--- config.mk ---
export PLATFORM = sky130hd
export DESIGN_NAME = hazard_ctrl
export DESIGN_NICKNAME = d
export VERILOG_FILES = /design/src/rtl/hazard_ctrl.sv
export SDC_FILE = /design/constraint.sdc
export NUM_CORES = 1
export LEC_CHECK = 0
export CAP_MARGIN = 20
export CELL_PAD_IN_SITES_DETAIL_PLACEMENT = 1
export CELL_PAD_IN_SITES_GLOBAL_PLACEMENT = 2
export CORE_MARGIN = 4
export CORE_UTILIZATION = 17
export DETAILED_ROUTE_END_ITERATION = 6
export PLACE_DENSITY_LB_ADDON = 0.1
export REMOVE_ABC_BUFFERS = 1
export SYNTH_ARGS = -nofsm -noshare
export SYNTH_HDL_FRONTEND = slang
export SYNTH_SLANG_ARGS = --single-unit
--- constraint.sdc ---
create_clock -name clk -period 1.72 [get_ports clk]
set_input_delay 0.43 -clock clk [delete_from_list [all_inputs] [get_ports clk]]
set_output_delay 0.43 -clock clk [all_outputs]
set_load 0.005 [all_outputs]
--- src/rtl/hazard_ctrl.sv ---
// Stall/flush controller for the 5-stage MIPS32 pipeline: load-use bubbles, MUL/DIV EX occupancy, EX flushes.
// Outputs are combinational from state and inputs (zero latency); optional HAZARD_PERF_EN adds cycle counters.
module hazard_ctrl #(
    parameter int MUL_LATENCY = 4,
    parameter int DIV_LATENCY = 33
) (
    input  logic       clk,
    input  logic       rst,
    input  logic [4:0] ID_rs,
    input  logic [4:0] ID_rt,
    input  logic       ID_rs_read,
    input  logic       ID_rt_read,
    input  logic [4:0] EX_reg_dst,
    input  logic       EX_memread,
    input  logic       EX_regwrite,
    input  logic       EX_md_start,
    input  logic       EX_md_div,
    input  logic       EX_flush_req,
    output logic       IF_stall,
    output logic       ID_stall,
    output logic       ID_flush,
    output logic       EX_stall,
    output logic       md_busy,
    output logic       md_done
`ifdef HAZARD_PERF_EN
    ,
    output logic [31:0] perf_lu_cnt,
    output logic [31:0] perf_md_cnt,
    output logic [31:0] perf_flush_cnt
`endif
);

    typedef enum logic {IDLE, MD_BUSY} state_t;

    // Counter is loaded with latency-2: the start cycle and the done cycle are not counted down.
    localparam logic [5:0] MUL_CNT = 6'(MUL_LATENCY - 2);
    localparam logic [5:0] DIV_CNT = 6'(DIV_LATENCY - 2);

    state_t     state_q, state_d;
    logic [5:0] cnt_q, cnt_d;
    logic       lu;

    always_comb begin
        lu = EX_memread && EX_regwrite && (EX_reg_dst != 5'd0) &&
             ((ID_rs_read && (ID_rs == EX_reg_dst)) ||
              (ID_rt_read && (ID_rt == EX_reg_dst)));

        state_d  = state_q;
        cnt_d    = cnt_q;
        IF_stall = 1'b0;
        ID_stall = 1'b0;
        ID_flush = 1'b0;
        EX_stall = 1'b0;
        md_busy  = 1'b0;
        md_done  = 1'b0;

        if (rst) begin
            state_d = IDLE;
            cnt_d   = 6'd0;
        end else if (EX_flush_req) begin
            ID_flush = 1'b1;
            state_d  = IDLE;
            cnt_d    = 6'd0;
        end else if (state_q == MD_BUSY) begin
            md_busy = 1'b1;
            if (cnt_q == 6'd0) begin
                md_done = 1'b1;
                state_d = IDLE;
            end else begin
                EX_stall = 1'b1;
                IF_stall = 1'b1;
                cnt_d    = cnt_q - 6'd1;
            end
        end else if (EX_md_start) begin
            EX_stall = 1'b1;
            IF_stall = 1'b1;
            md_busy  = 1'b1;
            cnt_d    = EX_md_div ? DIV_CNT : MUL_CNT;
            state_d  = MD_BUSY;
        end else if (lu) begin
            IF_stall = 1'b1;
            ID_stall = 1'b1;
        end
    end

    always_ff @(posedge clk) begin
        if (rst) begin
            state_q <= IDLE;
            cnt_q   <= 6'd0;
        end else begin
            state_q <= state_d;
            cnt_q   <= cnt_d;
        end
    end

`ifdef HAZARD_PERF_EN
    logic [31:0] perf_lu_q, perf_lu_d;
    logic [31:0] perf_md_q, perf_md_d;
    logic [31:0] perf_flush_q, perf_flush_d;

    always_comb begin
        perf_lu_d    = perf_lu_q + {31'd0, ID_stall};
        perf_md_d    = perf_md_q + {31'd0, EX_stall};
        perf_flush_d = perf_flush_q + {31'd0, ID_flush};
    end

    always_ff @(posedge clk) begin
        if (rst) begin
            perf_lu_q    <= 32'd0;
            perf_md_q    <= 32'd0;
            perf_flush_q <= 32'd0;
        end else begin
            perf_lu_q    <= perf_lu_d;
            perf_md_q    <= perf_md_d;
            perf_flush_q <= perf_flush_d;
        end
    end

    assign perf_lu_cnt    = perf_lu_q;
    assign perf_md_cnt    = perf_md_q;
    assign perf_flush_cnt = perf_flush_q;
`endif

endmodule

==> results of run 1 <==
## routing by layer
metal,GRT usage (%),vias to the layer above,part of all wire [%]
met5,0,-,0
met4,3.89,0,1.4
met3,2.74,4,5.5
met2,18.3,25,50
met1,12.1,361,43
li1,-,380,-
## area by class of cell
class                      count  area, sq um  share of cell area, %
multi-input combinational     61          467                   40.0
tap                           44         55.1                   4.72
timing repair buffer          57          457                   39.2
inverter                       5         18.8                   1.61
clock buffer                   4         26.3                   2.25
sequential                     7          143                   12.2
## where the power goes
group          internal (W)  total [W]  switching (W)
logic              0.000133   0.000227      0.0000943
registers          0.000171   0.000177     0.00000624
clock network     0.0000890   0.000156      0.0000670
## what timing repair did
| item | CTS | global route |
|---|---|---|
| gates cloned | 0 | 0 |
| hold endpoints to repair | 0 | 0 |
| resized for setup | 70 | 32 |
| endpoints found under the setup margin | 6 | 5 |
| buffers inserted | 4 | 5 |
| pin swaps | 16 | 15 |
## kinds of logic after synthesis
family / count (synthesis) / share of synthesized area [%]
simple gates: 29 / 26.6
compound gates: 19 / 21.9
xor+xnor: 11 / 17.2
buf+inv: 7 / 4.70
flops: 7 / 25.1
fa+ha+maj: 2 / 4.47
## state kept, by name, indices dropped and copies added, names as in the netlist
signal and count:
cnt_q 6, state_q 1
## cell usage after synthesis, drive strengths merged (2+ instances only)
master  number  area [sq um]
inv          5          18.8
nor4         2          12.5
nor3         4          20.0
ha           2          25.0
xnor2        3          26.3
nand3        4          20.0
clkbuf       2          7.51
a21oi        4          20.0
a21boi       2          15.0
nand2        2          7.51
dfxtp        7           140
xor2         8          70.1
nor2b        6          37.5
o21ai        7          35.0
nor2         7          26.3
## worst paths after layout
kind         cells past startpoint          start  slack, ns  endpoint
max                              7  EX_reg_dst[0]      -0.47  ID_stall
min                              2       cnt_q[4]       0.51  cnt_q[4]
max reg2reg                      8       cnt_q[0]       0.21  cnt_q[0]
min reg2reg                      2       cnt_q[4]       0.51  cnt_q[4]
## tightest hold or removal path, cell delays in order (launching register included)
cell and delay [ns]:
sky130_fd_sc_hd__dfxtp_1 0.33, sky130_fd_sc_hd__o21ai_1 0.07, sky130_fd_sc_hd__a21oi_1 0.06
## through the flow
stage	TNS (ns)	hold slack (ns)	cells	cell area, sq um
4_1_cts	-1.17	0.501	173	1060
5_1_grt	-1.28	0.538	178	1170
3_5_place_dp	-5.19	0.480	165	1040
6_report	-0.911	0.515	178	1170
2_1_floorplan	-0.301	0.456	73	552
3_3_place_gp	-5.10	0.469	165	1040
==> results.py, run 1 <==
metrics = {
    "clock_network": {
        "tritoncts.num_buffers": 3,
        "cts-htree-levels": 1,
        "clockRootBuffer": "sky130_fd_sc_hd__clkbuf_4",
        "cts_num_sinks": 7,
        "holdBufCountCts": 0,
        "cts_tree": "yes",
        "clock_tree.buffer_depth": 2,
        "clk_transition_reported_paths_ns": 0.06,
        "worst_skew_pair.late_latency_ns": 0.26,
    },
    "drt": {
        "final_antenna_net_count": 0,
        "vias": 770,
        "post_drt_wl_per_cell_um": 12.1,
        "drt-total-wl_um": 2150,
        "drt_first_pass_iters": 2,
        "drtIter0Drc": 25,
        "route.detailed.vias_per_inst": 4.33,
        "drc_errors": 0,
    },
    "placed_design": {
        "gp_routability_congestion": 0.724,
        "io_buffers": 29,
        "place_worst_setup_slack_ns": -1.30,
        "hpwlAfterDp_um": 1690,
    },
    "worst_hold_path": {
        "hold_path.class": "reg2reg",
    },
    "sta": {
        "max_slew_margin_pct": 70.9,
        "clock_period_minus_final_worst_setup_slack_ns": 2.19,
        "timing_hold_violations_final": 0,
        "setup_repair_after_global_routing_missed_its_margin": "true",
        "worst_slew_pin_slew_ns": 0.434,
        "report.final.slew_viol_count": 0,
        "worst_clock_skew_ns": 0.00492,
        "post-route-period-util_pct": 127,
        "post-route-worst-setup-slack_ns": -0.468,
        "maxClockFrequency_mhz": 457,
        "timing.final.setup_violations": 3,
    },
    "setup_path": {
        "path_buf_inv": 2,
        "critical-path-max-stage-delay_ns": 0.39,
        "critPathSlowestCell": "sky130_fd_sc_hd__a221o_1",
        "worst_setup_path_end_kind": "output pin",
        "worstSetupStartpointType": "input pin",
        "criticalPathCategory": "in2out",
        "cp_data_required_time_ns": 1.29,
        "path_delay_family": "simple AND/OR/NAND/NOR gates",
        "cp_data_arrival_time_ns": 1.76,
        "crit_path_cell_trace": "buf_6, xor2_2, nor4_2, nand3_1, a221o_1, nor3_1, buf_2",
        "critical_path_peak_fanout": 2,
    },
    "status": {
        "violated_checks": "setup timing",
        "status": "finished, violations left",
    },
    "logic_synthesis": {
        "synth.avg_cell_area_sq_um": 7.46,
        "count_of_warnings_emitted_by_yosys": 0,
        "ys_ff_latch": 7,
        "mapped_cells": 75,
        "async_flop_share_pct": 0,
        "ys_seq_area_share_pct": 25.1,
        "synth-edff-count": 0,
        "postSynth.topFlopCell": "sky130_fd_sc_hd__dfxtp_1",
        "netlist-cell-type-count": 27,
        "syn_area_sq_um": 559,
    },
    "floorplanning": {
        "fp.dieArea_sq_um": 4270,
        "die_h_um": 65.4,
        "io-pin-count": 30,
        "initial_core_util_pct": 18.0,
        "fp-row-count": 20,
        "core_sq_um": 3100,
        "die_width_um": 65.4,
    },
    "grt": {
        "grt.total_usage_pct": 10.4,
        "number_of_global_route_vias_before_repair": 833,
        "grt_start_max_net_pins": 13,
        "antenna_found_initial": 0,
        "globalRoute.totalOverflow": 0,
        "grt_first_pass_wirelength_um": 3510,
    },
    "layout": {
        "mostFrequentLayoutCell": "sky130_fd_sc_hd__buf_4",
        "top_library_cells_by_usage_in_the_layout_fill_and_taps_aside": "27 x sky130_fd_sc_hd__buf_4, 8 x sky130_fd_sc_hd__buf_2, 7 x sky130_fd_sc_hd__xor2_1, 7 x sky130_fd_sc_hd__buf_6",
        "num-fill-cells": 410,
        "flow.area_growth_from_synthesis_pct": 109,
        "final_core_utilization_pct": 37.6,
        "finish.net_count": 161,
        "insertedDiodeCount": 0,
        "final_layout_size_suffix_gt1_share_pct": 48.5,
    },
    "pwr": {
        "report.power.total_w": 0.000560,
        "power_density_nw_per_um2": 480,
        "largest_voltage_drop_on_the_vdd_net_mv": 0.113,
        "power.static_leakage_nw": 0.511,
    },
    "job": {
        "drv_cap": 0,
    },
}
Note: power is estimated with default switching activity, not from simulation.
==> run 2, diff against run 1 <==
--- a/config.mk
+++ b/config.mk
@@ -10,6 +10,7 @@
 export CELL_PAD_IN_SITES_GLOBAL_PLACEMENT = 2
 export CORE_MARGIN = 4
 export CORE_UTILIZATION = 17
+export CTS_CLUSTER_DIAMETER = 200
 export DETAILED_ROUTE_END_ITERATION = 6
 export PLACE_DENSITY_LB_ADDON = 0.1
 export REMOVE_ABC_BUFFERS = 1
==> constraint.sdc (replaced) <==
create_clock -name clk -period 1.72 [get_ports clk]
set_input_delay 0.344 -clock clk [delete_from_list [all_inputs] [get_ports clk]]
set_output_delay 0.344 -clock clk [all_outputs]
set_load 0.005 [all_outputs]
==> run 2 against run 1 <==
Compared with the run above:
- the flow still finishes with violations (setup timing)
- die area is the same
- final area shrank 4.0%
- total power shrank 2.8%
- worst setup slack gained 0.19 ns
- routed wire length shrank 2.9%
- fmax grew 9.6%
- cell count shrank 2.2%
- sequential share of layout area grew 0.62 points
- combinational power shrank 7%
- clock-buffer cell count is the same
- worst hold slack gained 0.00072 ns
- critical path type unchanged
==> results.py, run 2 (synthesized netlist as in run 1, its figures left out) <==
metrics = {
    "status": {
        "status": "finished, violations left",
        "violated_checks": "setup timing",
    },
    "grt": {
        "grt_start_max_net_pins": 13,
        "grt_first_pass_wirelength_um": 3580,
        "grt.total_usage_pct": 11.1,
        "number_of_global_route_vias_before_repair": 864,
        "globalRoute.totalOverflow": 0,
        "antenna_found_initial": 0,
    },
    "setup_path": {
        "critical-path-max-stage-delay_ns": 0.47,
        "timing.rr.end": "cnt_q[3]",
        "critical_path_cell_count": 6,
        "criticalPathCategory": "in2out",
        "worst-r2r-cell-count": 7,
        "worstSetupStartpointType": "input pin",
        "cp_data_arrival_time_ns": 1.65,
        "cp_data_required_time_ns": 1.38,
        "critical_path.startpoint": "ID_rt[3]",
        "reg2reg_setup_slack_ns": 0.33,
        "crit-reg2reg-launch": "cnt_q[1]",
        "path_delay_family": "buffers and inverters",
        "critical_path_peak_fanout": 2,
        "critPathSlowestCell": "sky130_fd_sc_hd__clkdlybuf4s50_1",
        "timing.critical_path.to": "IF_stall",
        "crit_path_cell_trace": "clkdlybuf4s50_1, xnor2_1, nand3_1, a221o_1, a21boi_1, buf_2",
        "path_buf_inv": 2,
        "worst_setup_path_end_kind": "output pin",
    },
    "placed_design": {
        "hpwlAfterDp_um": 1700,
        "io_buffers": 29,
        "place_worst_setup_slack_ns": -1.14,
        "gp_routability_congestion": 0.726,
    },
    "floorplanning": {
        "die_h_um": 65.4,
        "fp.dieArea_sq_um": 4270,
        "initial_core_util_pct": 18.0,
        "io-pin-count": 30,
        "core_sq_um": 3100,
        "fp-row-count": 20,
        "die_width_um": 65.4,
    },
    "sta": {
        "report.final.slew_viol_count": 0,
        "timing.final.setup_violations": 2,
        "worst_clock_skew_ns": 0.00190,
        "worst_slew_pin_slew_ns": 0.428,
        "setup_repair_after_global_routing_missed_its_margin": "true",
        "max_slew_margin_pct": 71.3,
        "post-route-worst-setup-slack_ns": -0.276,
        "post-route-period-util_pct": 116,
        "maxClockFrequency_mhz": 501,
        "timing_hold_violations_final": 0,
        "clock_period_minus_final_worst_setup_slack_ns": 2.00,
    },
    "layout": {
        "top_library_cells_by_usage_in_the_layout_fill_and_taps_aside": "22 x sky130_fd_sc_hd__buf_4, 9 x sky130_fd_sc_hd__buf_2, 7 x sky130_fd_sc_hd__xor2_1, 7 x sky130_fd_sc_hd__clkdlybuf4s50_1",
        "largest_register_ffs": 6,
        "final_layout_size_suffix_gt1_share_pct": 43.8,
        "flow.area_growth_from_synthesis_pct": 100,
        "largestRegisters": "cnt_q x6, state_q x1",
        "insertedDiodeCount": 0,
        "largest-register": "cnt_q",
        "mostFrequentLayoutCell": "sky130_fd_sc_hd__buf_4",
        "finish.net_count": 157,
        "final_core_utilization_pct": 36.1,
    },
    "drt": {
        "drt-total-wl_um": 2090,
        "drc_errors": 0,
        "vias": 743,
        "route.detailed.vias_per_inst": 4.27,
        "post_drt_wl_per_cell_um": 12.0,
        "drtIter0Drc": 20,
        "final_antenna_net_count": 0,
        "drt_first_pass_iters": 4,
    },
    "clock_network": {
        "worst_skew_pair.late_latency_ns": 0.25,
        "cts_num_sinks": 7,
        "tritoncts.num_buffers": 3,
        "clock_tree.buffer_depth": 2,
        "clockRootBuffer": "sky130_fd_sc_hd__clkbuf_4",
        "cts_tree": "yes",
        "cts-htree-levels": 1,
        "clk_transition_reported_paths_ns": 0.06,
    },
    "pwr": {
        "power.share.sequential_pct": 32.5,
        "power.net_switching_w": 0.000161,
        "power.clock.fraction_pct": 28.8,
        "largest_voltage_drop_on_the_vdd_net_mv": 0.114,
        "p_int_w": 0.000383,
        "netSwitchingFraction_pct": 29.6,
        "power_density_nw_per_um2": 486,
        "power.static_leakage_nw": 0.497,
        "combinationalPowerShare_pct": 38.7,
    },
    "worst_hold_path": {
        "hold_path.class": "reg2reg",
    },
    "job": {
        "drv_cap": 0,
    },
}
-- run 2: per-stage QoR --
stage               area, sq um  setup TNS [ns]  power (W)  hold slack, ns  instances
global route               1120          -0.864   0.000590           0.538        174
finish                     1120          -0.541   0.000544           0.515        174
detailed placement         1030           -3.85   0.000381           0.479        164
CTS                        1090          -0.679   0.000549           0.521        173
floorplan                   552               0   0.000254           0.456         73
global placement           1030           -3.73   0.000380           0.469        164
-- run 2: cell type report --
cell class                      instances  area (sq um)
Clock buffer                            4          26.3
Fill cell                             411          1980
Inverter                                5          18.8
Multi-Input combinational cell         61           448
Sequential cell                         7           144
Tap cell                               44          55.1
Timing Repair Buffer                   53           428
-- run 2: worst min path at each step --
stage	startpoint	to	cells after the start
after floorplan	cnt_q[4]	cnt_q[4]	2
after global placement	cnt_q[4]	cnt_q[4]	2
after detailed placement	cnt_q[4]	cnt_q[4]	2
after CTS	cnt_q[4]	cnt_q[4]	2
after global routing	cnt_q[4]	cnt_q[4]	2
final	cnt_q[4]	cnt_q[4]	2
-- run 2: timing repair --
action | 4_1_cts | 5_1_grt
hold buffers | 0 | 0
gates resized for setup | 70 | 17
setup buffers | 5 | 1
pin swaps | 20 | 11
setup endpoints to repair | 6 | 6
-- run 2: power by group through the flow --
stage	sequential (W)	combinational [W]	clock, W
2_1_floorplan	0.000180	0.0000744	0
3_3_place_gp	0.000177	0.000203	0
3_5_place_dp	0.000177	0.000204	0
4_1_cts	0.000176	0.000208	0.000165
5_1_grt	0.000178	0.000235	0.000177
6_report	0.000177	0.000210	0.000157
-- run 2: layer usage --
metal | wire, um | vias up | track usage (%)
li1 | - | 373 | -
met1 | 926 | 342 | 12.2
met2 | 1030 | 24 | 19.5
met3 | 93 | 4 | 2.56
met4 | 37 | 0 | 6.22
met5 | 0 | - | 0
-- run 2: worst register-to-register path, stage by stage, from the launching register on --
cell and delay, ns:
sky130_fd_sc_hd__dfxtp_2 0.32, sky130_fd_sc_hd__inv_2 0.07, sky130_fd_sc_hd__ha_4 0.13, sky130_fd_sc_hd__nand4_1 0.17, sky130_fd_sc_hd__buf_4 0.21, sky130_fd_sc_hd__o21ai_1 0.16
sky130_fd_sc_hd__o21ai_1 0.11, sky130_fd_sc_hd__a21oi_1 0.15
==> run 3, diff against run 2 <==
--- a/config.mk
+++ b/config.mk
@@ -5,6 +5,7 @@
 export SDC_FILE = /design/constraint.sdc
 export NUM_CORES = 1
 export LEC_CHECK = 0
+export ABC_CLOCK_PERIOD_IN_PS = 1720
 export CAP_MARGIN = 20
 export CELL_PAD_IN_SITES_DETAIL_PLACEMENT = 1
 export CELL_PAD_IN_SITES_GLOBAL_PLACEMENT = 2
@@ -12,7 +13,7 @@
 export CORE_UTILIZATION = 17
 export CTS_CLUSTER_DIAMETER = 200
 export DETAILED_ROUTE_END_ITERATION = 6
-export PLACE_DENSITY_LB_ADDON = 0.1
+export PLACE_DENSITY = 0.71
 export REMOVE_ABC_BUFFERS = 1
 export SYNTH_ARGS = -nofsm -noshare
 export SYNTH_HDL_FRONTEND = slang
==> run 3 against run 2 <==
Compared with the run above:
- utilization fell by 0.36 points
- sequential power about the same
- sequential cell count unchanged
- clock skew is 0.00087 ns higher
- the run still ends with setup timing left
- sequential share of layout area is 0.13 points higher
- via count down 2.3%
- fmax grew 2.6%
- combinational power barely moved
- die area unchanged
- clock power fell by 4%
- register-to-register slack better by 0.05 ns
- critical path type unchanged
- largest cell class unchanged
- first-iteration DRC count decreased by 60%
==> results.py, run 3 (synthesized netlist as in run 1, its figures left out) <==
metrics = {
    "layout": {
        "mostFrequentLayoutCell": "sky130_fd_sc_hd__buf_4",
        "flow.area_growth_from_synthesis_pct": 98.2,
        "top_library_cells_by_usage_in_the_layout_fill_and_taps_aside": "18 x sky130_fd_sc_hd__buf_4, 7 x sky130_fd_sc_hd__dlygate4sd2_1, 7 x sky130_fd_sc_hd__buf_6, 7 x sky130_fd_sc_hd__buf_2, 6 x sky130_fd_sc_hd__xor2_1",
        "largest_register_ffs": 6,
        "finish.net_count": 152,
        "final_layout_size_suffix_gt1_share_pct": 44.0,
        "insertedDiodeCount": 0,
        "largest-register": "cnt_q",
        "largestRegisters": "cnt_q x6, state_q x1",
    },
    "drt": {
        "drc_errors": 0,
        "post_drt_wl_per_cell_um": 12.1,
        "route.detailed.vias_per_inst": 4.30,
        "drt_first_pass_iters": 3,
        "vias": 726,
        "drt-total-wl_um": 2040,
        "final_antenna_net_count": 0,
        "drtIter0Drc": 8,
    },
    "setup_path": {
        "worstSetupStartpointType": "input pin",
        "cp_data_arrival_time_ns": 1.60,
        "worst_setup_path_end_kind": "output pin",
        "critical_path.startpoint": "ID_rs[1]",
        "crit_path_cell_trace": "buf_6, xor2_1, nor4_2, nand3_1, a221o_1, a21boi_1, buf_2",
        "critical_path_peak_fanout": 2,
        "reg2reg_setup_slack_ns": 0.38,
        "crit-reg2reg-launch": "cnt_q[0]",
        "cp_data_required_time_ns": 1.38,
        "critical-path-max-stage-delay_ns": 0.39,
        "worst-r2r-cell-count": 5,
        "path_delay_family": "compound AO/OA/AOI/OAI gates",
        "critical_path_cell_count": 7,
        "path_buf_inv": 2,
        "critPathSlowestCell": "sky130_fd_sc_hd__a221o_1",
        "criticalPathCategory": "in2out",
    },
    "grt": {
        "globalRoute.totalOverflow": 0,
        "grt.total_usage_pct": 11.3,
        "antenna_found_initial": 0,
        "number_of_global_route_vias_before_repair": 830,
        "grt_first_pass_wirelength_um": 3750,
        "grt_start_max_net_pins": 13,
    },
    "sta": {
        "worst_clock_skew_ns": 0.00276,
        "clock_period_minus_final_worst_setup_slack_ns": 1.95,
        "report.final.slew_viol_count": 0,
        "max_slew_margin_pct": 72.5,
        "post-route-period-util_pct": 113,
        "worst_slew_pin_slew_ns": 0.409,
        "hold_slack_ns": 0.496,
        "timing.final.setup_violations": 2,
        "timing_hold_violations_final": 0,
        "maxClockFrequency_mhz": 514,
        "post-route-worst-setup-slack_ns": -0.225,
        "setup_repair_after_global_routing_missed_its_margin": "true",
    },
    "floorplanning": {
        "initial_core_util_pct": 18.0,
        "fp-row-count": 20,
        "die_width_um": 65.4,
        "io-pin-count": 30,
        "fp.dieArea_sq_um": 4270,
        "core_sq_um": 3100,
        "die_h_um": 65.4,
    },
    "pwr": {
        "power.clock.fraction_pct": 28.2,
        "power_density_nw_per_um2": 482,
        "power.share.sequential_pct": 33.0,
        "power.net_switching_w": 0.000156,
        "report.power.total_w": 0.000534,
        "power.static_leakage_nw": 0.480,
        "largest_voltage_drop_on_the_vdd_net_mv": 0.163,
        "p_int_w": 0.000378,
        "combinationalPowerShare_pct": 38.8,
        "netSwitchingFraction_pct": 29.2,
    },
    "clock_network": {
        "clk_transition_reported_paths_ns": 0.05,
        "cts_num_sinks": 7,
        "cts-htree-levels": 1,
        "cts_tree": "yes",
        "tritoncts.num_buffers": 3,
        "clock_tree.buffer_depth": 2,
        "holdBufCountCts": 0,
        "worst_skew_pair.late_latency_ns": 0.26,
        "clockRootBuffer": "sky130_fd_sc_hd__clkbuf_4",
    },
    "placed_design": {
        "gp_routability_congestion": 0.723,
        "hpwlAfterDp_um": 1770,
        "place_worst_setup_slack_ns": -1.10,
        "io_buffers": 29,
    },
    "worst_hold_path": {
        "worst_hold_startpoint": "cnt_q[4]",
        "hold_path.class": "reg2reg",
        "hold_depth": 2,
    },
    "status": {
        "status": "finished, violations left",
        "violated_checks": "setup timing",
    },
    "job": {
        "drv_cap": 0,
    },
}
run 3: cell types whose count changed in the layout (fill, tap and decap cells not counted), sizes merged:
cell | before | now
clkdlybuf4s50 | 7 | 5
buf | 36 | 32
clkbuf | 6 | 4
dlygate4sd2 | 4 | 7
run 3: worst paths after layout:
check	to
worst max-delay path	IF_stall
worst min-delay path	cnt_q[4]
worst min register to register	cnt_q[4]
worst max register to register	cnt_q[5]
run 3: metal layers:
metal / up-vias / GRT usage [%] / routed length, um
met5: - / 0 / 0
met4: 0 / 3.89 / 32
met3: 3 / 3.59 / 160
met2: 27 / 21.1 / 1070
met1: 333 / 11.6 / 780
li1: 363 / - / -
run 3: worst reg2reg max path: stages (launching register included):
cell	delay, ns
sky130_fd_sc_hd__dfxtp_2	0.32
sky130_fd_sc_hd__buf_4	0.13
sky130_fd_sc_hd__nor3_1	0.37
sky130_fd_sc_hd__nand3_1	0.15
sky130_fd_sc_hd__xnor2_1	0.15
sky130_fd_sc_hd__nor3_1	0.15
run 3: final cells by class:
type,instances,area (sq um)
Inverter,5,18.8
Fill cell,403,1990
Timing Repair Buffer,48,404
Multi-Input combinational cell,61,460
Tap cell,44,55.1
Clock buffer,4,26.3
Sequential cell,7,144
run 3: power groups by stage:
stage	combinational (W)	clock (W)	sequential [W]
2_1_floorplan	0.0000744	0	0.000180
3_3_place_gp	0.000199	0	0.000177
3_5_place_dp	0.000202	0	0.000177
4_1_cts	0.000207	0.000161	0.000175
5_1_grt	0.000232	0.000171	0.000177
6_report	0.000207	0.000151	0.000176
run 3: metrics by stage:
stage	instance area [sq um]	TNS [ns]	instances	utilization, %
after detailed placement	1020	-3.97	163	33.0
after global routing	1110	-0.832	169	35.7
after global placement	1020	-3.73	163	33.0
final	1110	-0.446	169	35.7
after CTS	1090	-0.503	169	35.1
after floorplan	552	0	73	-
run 3: timing repair:
item                                    CTS  global route
endpoints found under the hold margin     0             0
pin swaps                                18             5
buffers inserted                          2             0
resized for setup                        86             9
endpoints found under the setup margin    6             6
